File: config.mk
export PLATFORM = sky130hd
export DESIGN_NAME = controle_desloca_dir
export DESIGN_NICKNAME = d
export VERILOG_FILES = /design/src/rtl/controle_desloca_dir.sv
export SDC_FILE = /design/constraint.sdc
export NUM_CORES = 1
export LEC_CHECK = 0
export CORE_MARGIN = 2
export CORE_UTILIZATION = 47
export CTS_BUF_LIST = sky130_fd_sc_hd__clkbuf_8
export DETAILED_ROUTE_END_ITERATION = 10
export HOLD_SLACK_MARGIN = 0.02
export PLACE_DENSITY = 0.78
export SLEW_MARGIN = 30
export SYNTH_ARGS = -nofsm -noshare
export SYNTH_HDL_FRONTEND = slang
export SYNTH_SLANG_ARGS = --single-unit
File: constraint.sdc
create_clock -name clk -period 1.7 [get_ports clk]
set_clock_uncertainty 0.05 [all_clocks]
set_input_delay 0.17 -clock clk [delete_from_list [all_inputs] [get_ports clk]]
set_output_delay 0.17 -clock clk [all_outputs]
set_load 0.05 [all_outputs]
File: src/rtl/controle_desloca_dir.sv
// Sequencer for the 8-bit logical right shifter: latches a byte and a count, shifts one
// position per cycle, streams each shifted-out bit and holds the result until acknowledged.
module controle_desloca_dir #(
  parameter int LARG  = 8,
  parameter int CNT_W = 4
) (
  input  logic             clk,
  input  logic             rst,
  input  logic             start,
  input  logic [LARG-1:0]  A,
  input  logic [CNT_W-1:0] N,
  input  logic             abort,
  input  logic             ack,
  output logic             busy,
  output logic [LARG-1:0]  Y,
  output logic             bit_out,
  output logic             bit_valid,
  output logic             done,
  output logic [1:0]       o_dbg_state
);

  typedef enum logic [1:0] {
    S_IDLE  = 2'd0,
    S_SHIFT = 2'd1,
    S_DONE  = 2'd2
  } state_t;

  localparam logic [CNT_W-1:0] MAX_SHIFT = CNT_W'(LARG);

  state_t           r_state, w_state_nxt;
  logic [LARG-1:0]  r_reg, w_reg_nxt;
  logic [CNT_W-1:0] r_cnt, w_cnt_nxt;
  logic             r_bit_out, w_bit_out_nxt;
  logic             r_bit_valid, w_bit_valid_nxt;
  logic [LARG-1:0]  w_desloca;
  logic [CNT_W-1:0] w_n_clamp;

  // DeslocaDir8 datapath: logical right shift by one, zero filled at the MSB.
  assign w_desloca = {1'b0, r_reg[LARG-1:1]};
  assign w_n_clamp = (N > MAX_SHIFT) ? MAX_SHIFT : N;

  always_ff @(posedge clk or posedge rst) begin
    if (rst) begin
      r_state     <= S_IDLE;
      r_reg       <= '0;
      r_cnt       <= '0;
      r_bit_out   <= 1'b0;
      r_bit_valid <= 1'b0;
    end else begin
      r_state     <= w_state_nxt;
      r_reg       <= w_reg_nxt;
      r_cnt       <= w_cnt_nxt;
      r_bit_out   <= w_bit_out_nxt;
      r_bit_valid <= w_bit_valid_nxt;
    end
  end

  always_comb begin
    w_state_nxt     = r_state;
    w_reg_nxt       = r_reg;
    w_cnt_nxt       = r_cnt;
    w_bit_out_nxt   = r_bit_out;
    w_bit_valid_nxt = 1'b0;
    case (r_state)
      S_IDLE: begin
        if (start) begin
          w_reg_nxt   = A;
          w_cnt_nxt   = w_n_clamp;
          w_state_nxt = (w_n_clamp == '0) ? S_DONE : S_SHIFT;
        end
      end
      S_SHIFT: begin
        // Abort leaves the partially shifted value visible on Y.
        if (abort) begin
          w_state_nxt = S_IDLE;
        end else begin
          w_reg_nxt       = w_desloca;
          w_bit_out_nxt   = r_reg[0];
          w_bit_valid_nxt = 1'b1;
          if (r_cnt != '0) w_cnt_nxt = r_cnt - 1'b1;
          if (r_cnt <= CNT_W'(1)) w_state_nxt = S_DONE;
        end
      end
      S_DONE: begin
        if (ack) w_state_nxt = S_IDLE;
      end
      default: w_state_nxt = S_IDLE;
    endcase
  end

  assign busy        = (r_state != S_IDLE);
  assign done        = (r_state == S_DONE);
  assign Y           = r_reg;
  assign bit_out     = r_bit_out;
  assign bit_valid   = r_bit_valid;
  assign o_dbg_state = r_state;

endmodule
# After elaboration in Yosys (flattened, before gate mapping)
# Cells that the tools add are included.
# totals
inputBits	17
register_bits	16
output_inout_bits	14
word_cells	41
# op_classes
n_lt_le_gt_ge	2
mux	16
eq_ne	7
n_reduce_logical	9
n_bitwise	1
add_sub_neg	1
# op_table
operator	n
$mux 4	4
$mux 8	2
$pmux 8 s2	1
$mux 2	5
$ne 2x2->1 const B	4
$pmux 4 s2	1
$pmux 2 s3	1
$reduce_and 3->1	2
$gt 4x4->1 const B	1
$le 4x1->1 const B	1
$logic_not 4->1	1
$reduce_and 4->1	1
$reduce_bool 2->1	2
$reduce_bool 4->1	1
$sub 4x1->4 const B	1
$ne 3x3->1 const B	1
$eq 2x1->1 const B	1
$eq 2x2->1 const B	1
$logic_not 2->1	1
$mux 1	2
$reduce_and 2->1	1
$not 1->1	1

# Depth between registers and ports, before layout
# depth
ltp_word	6
mapped_depth	5
ltp_nobuf	5

# Worst setup path before layout
# No wires, ideal clock.
# synth_path
path_type	register -> register
start	reg r_state[0], in the netlist o_dbg_state[0]
end	reg r_reg[0], in the netlist Y[0]
t_required_ns	1.525
setup_ns	0.125
stages_incl_launch_ff	5
arrival_ns	1.639
synth_period_minus_slack_ns	1.815
n_path_buf	1
path_slack_ns	-0.115
cell_sequence	dfrtp_1 > buf_6 > nor2b_2 > mux2_4 > mux2_4
# synth_between
elab_chain_cells	3
elab_cells_between_ends	7
classes_between	eq/ne: 3; mux: 1; reduce/logical: 3
# synth_lines
item	line_no	text
start, declared	30	state_t r_state, w_state_nxt;
start signal, assigned	50	r_state <= w_state_nxt;
$eq 2x1->1 / $logic_not 2->1 (equally long branches)	64	case (r_state)
$ne 2x2->1 (no line) / $reduce_bool 2->1 (equally long branches)	-	
$reduce_and 3->1 (no line)	-	
end signal, assigned	51	r_reg <= w_reg_nxt;
end, declared	31	logic [LARG-1:0] r_reg, w_reg_nxt;
# Several ways; a longest one is shown, not always the timed one.
# A chain may end at the register's enable or synchronous reset.

# Final worst setup path
# layout_path
start	reg r_bit_valid, in the netlist bit_valid
end	out bit_valid
# layout_rtl
item	line_no	text
start, declared	34	logic r_bit_valid, w_bit_valid_nxt;
start signal, assigned	54	r_bit_valid <= w_bit_valid_nxt;
end, declared	17	output logic bit_valid,
# No word-level cell between the ends.

==> reports/metrics.yaml <==
placement:
  hpwl_um: 1529
  dpl_cell_area_um2: 1289
  port_buffers: 30
  routabilityCongestion: 0.7819
critical_path:
  cp-end-kind: "primary output"
  reg2regPathDepth: 3
  worst-path-buf-inv: 1
  critPathMaxFanout: 1
  crit_chain: "clkdlybuf4s50_1"
  rr_startpoint: "o_dbg_state[0]"
  cp_top_family: "buffers and inverters"
  rrSetupSlack_ps: 230
  worstSetupPathType: "reg -> out"
  r2r-end: "bit_out"
  slowest_delay_ps: 790
  required_ps: 1480
  cp-start-kind: "flop"
  cp.arrival_ps: 1360
  cpMaxStageDelayCell: "clkdlybuf4s50_1"
detailed_routing:
  routed-via-count: 823
  drcViolationCount: 0
  drtIter0Drc: 7
  firstDrtPassIters: 4
  wl_per_cell_um: 13.41
  viasPerCell: 5.414
  wirelength_um: 2038
  ant_nets: 0
floorplan:
  die_area_um2: 2437
  core_area_um2: 1942
  io_pins: 31
  rows: 16
  die_h_um: 49.37
  initial_core_util_pct: 49.81
  fp.dieW_um: 49.37
synth:
  avgSynthCellArea_um2: 10.75
  yosys_register_bits: 16
  yosys_warnings: 0
  synthCells: 90
  yosysMostFrequentCell: "dfrtp_1"
  synth.distinct_cells: 33
  synth_edf_count: 0
  yosys.area.top_type: "dfrtp_1"
  synth_area_leaders: "dfrtp_1 41%, mux2i_1 8.3%, buf_6 4.7%, ha_1 3.9%, a21oi_1 3.6%"
  ys.flop_type: "dfrtp_1"
  synth_common_cells: "16 x dfrtp_1, 8 x mux2i_1, 7 x a21oi_1, 7 x nor3_1, 6 x inv_1"
  netlist.area_leader.share_pct: 41.40
  ys_seq_area_share_pct: 41.40
  synthArstFlopShare_pct: 100.0
  syn_nets: 110
  synth_area_um2: 967.2
sta:
  fin_tns_setup_ps: 0
  finalMaxSlewViolations: 0
  fmax_ghz: 0.6315
  setup_viol: 0
  max_slew.worst_pin.slew_ps: 490.9
  fin_crit_ps: 1583
  relSlewSlack_pct: 67.17
  timing.final.hold_violations: 0
  grt_setup_unrepaired: "false"
  post-route-period-util_pct: 93.14
min_path:
  hp-class: "in -> async"
clock_network:
  cts.sinks: 16
  cts_root_buffer: "clkbuf_8"
  numCtsBuffers: 3
  tritoncts: "built"
  clock_path_buffers: 2
  cts_max_level: 1
  post_cts_buffers: 0
  holdBufCountCts: 0
  ctsResizeCount: 0
  clk_latency_ps: 240
  path_clk_slew_ps: 70
grt:
  grt_pass1_vias: 823
  antenna_found_initial: 0
  grt_use_total_pct: 19.05
  grt_max_degree: 17
  grt_pass1_wl_um: 3608
  grt-ovfl-total: 0
job:
  maxCapViolations: 0
outcome:
  outcome: "completed"
power_and_ir_drop:
  leakagePower_uw: 0.0006023
  peakVddDrop_uv: 1107
  power_density_nw_per_um2: 2145
final_layout:
  fin_area_um2: 1344
  drive_above_1_share_pct: 27.20
  diodes: 0
  layout.nets: 146
  synthToLayoutAreaGrowth_pct: 38.94
layer usage:
| layer | track usage [%] | vias to the layer above | share of wire [%] |
|---|---|---|---|
| met2 | 33.56 | 27 | 50 |
| li1 | - | 394 | - |
| met4 | 5.714 | 0 | 0.64 |
| met5 | 0 | - | 0 |
| met3 | 5.215 | 2 | 5.8 |
| met1 | 22.31 | 400 | 43 |
kinds of logic (layout without fill, tap and decap cells):
kind of cell,count (synthesis),count (layout),share of synthesized area (%)
buffers and inverters,12,47,8.537
adder cells (fa/ha/maj),3,3,3.881
multiplexers,12,12,13.71
AND/OR/NAND/NOR,25,25,17.85
flip-flops,16,16,41.40
AO/OA/AOI/OAI,22,22,14.62
how the worst max path moves through the flow:
stage                    from         to  slack (ps)  cells past startpoint
2_1_floorplan  o_dbg_state[0]       Y[0]          30                      4
3_3_place_gp            start   r_cnt[0]         120                      5
3_5_place_dp            start   r_cnt[0]          50                      5
4_1_cts             bit_valid  bit_valid         100                      1
5_1_grt             bit_valid  bit_valid          70                      1
6_report            bit_valid  bit_valid         120                      1
metrics by stage:
stage	cells	total power, uW	hold WS (ps)	util (%)	worst slack [ps]
after floorplan	90	2047	33.60	-	31.85
after global placement	148	2538	445.6	66.37	118.3
after detailed placement	148	2557	452.1	66.37	49.62
after CTS	152	2908	197.0	69.20	103.9
after global routing	152	3064	212.2	69.20	66.85
final	152	2882	194.6	69.20	116.6
tightest hold or removal path, cell delays in order:
cell             delay (ps)
clkdlybuf4s50_1         400
inv_1                    60
buf_4                   230
sequential cells by signal (all words and copies together), names as in the netlist:
| register | count |
|---|---|
| bit_out | 1 |
| bit_valid | 1 |
| o_dbg_state | 2 |
| Y | 8 |
| r_cnt | 4 |
report_power, final:
part	leakage, uW	internal [uW]	switching [uW]	total [uW]
registers	0.000189	563	208	771
clock network	0.0000288	205	131	337
logic	0.000384	742	1030	1770
total	0.000602	1510	1370	2880
placed cells by master, fill, tap and decap left out, drive strengths merged:
cell / instances
dfrtp: 16
a211oi: 1
o21ai: 4
o2bb2ai: 2
o221ai: 1
o21bai: 1
clkdlybuf4s50: 17
or2: 1
nor4: 1
nor2: 3
a32o: 1
mux2i: 8
a21oi: 7
nor3b: 3
nor4bb: 1
and2b: 1
o22ai: 2
nand4bb: 1
clkbuf: 4
nor2b: 1
a22oi: 1
a31oi: 1
o31a: 1
ha: 3
buf: 20
inv: 6
mux2: 4
nand2: 3
nand2b: 3
nor3: 7
cell type report:
| cell class | instances | area, um^2 |
|---|---|---|
| clock buffers | 4 | 55.05 |
| fillers | 153 | 598.1 |
| inverters | 6 | 22.52 |
| multi-input cells | 62 | 484.2 |
| flip-flops and latches | 16 | 402.9 |
| well taps | 27 | 33.78 |
| repair buffers | 37 | 345.3 |
Note: power is estimated with default switching activity, not from simulation.
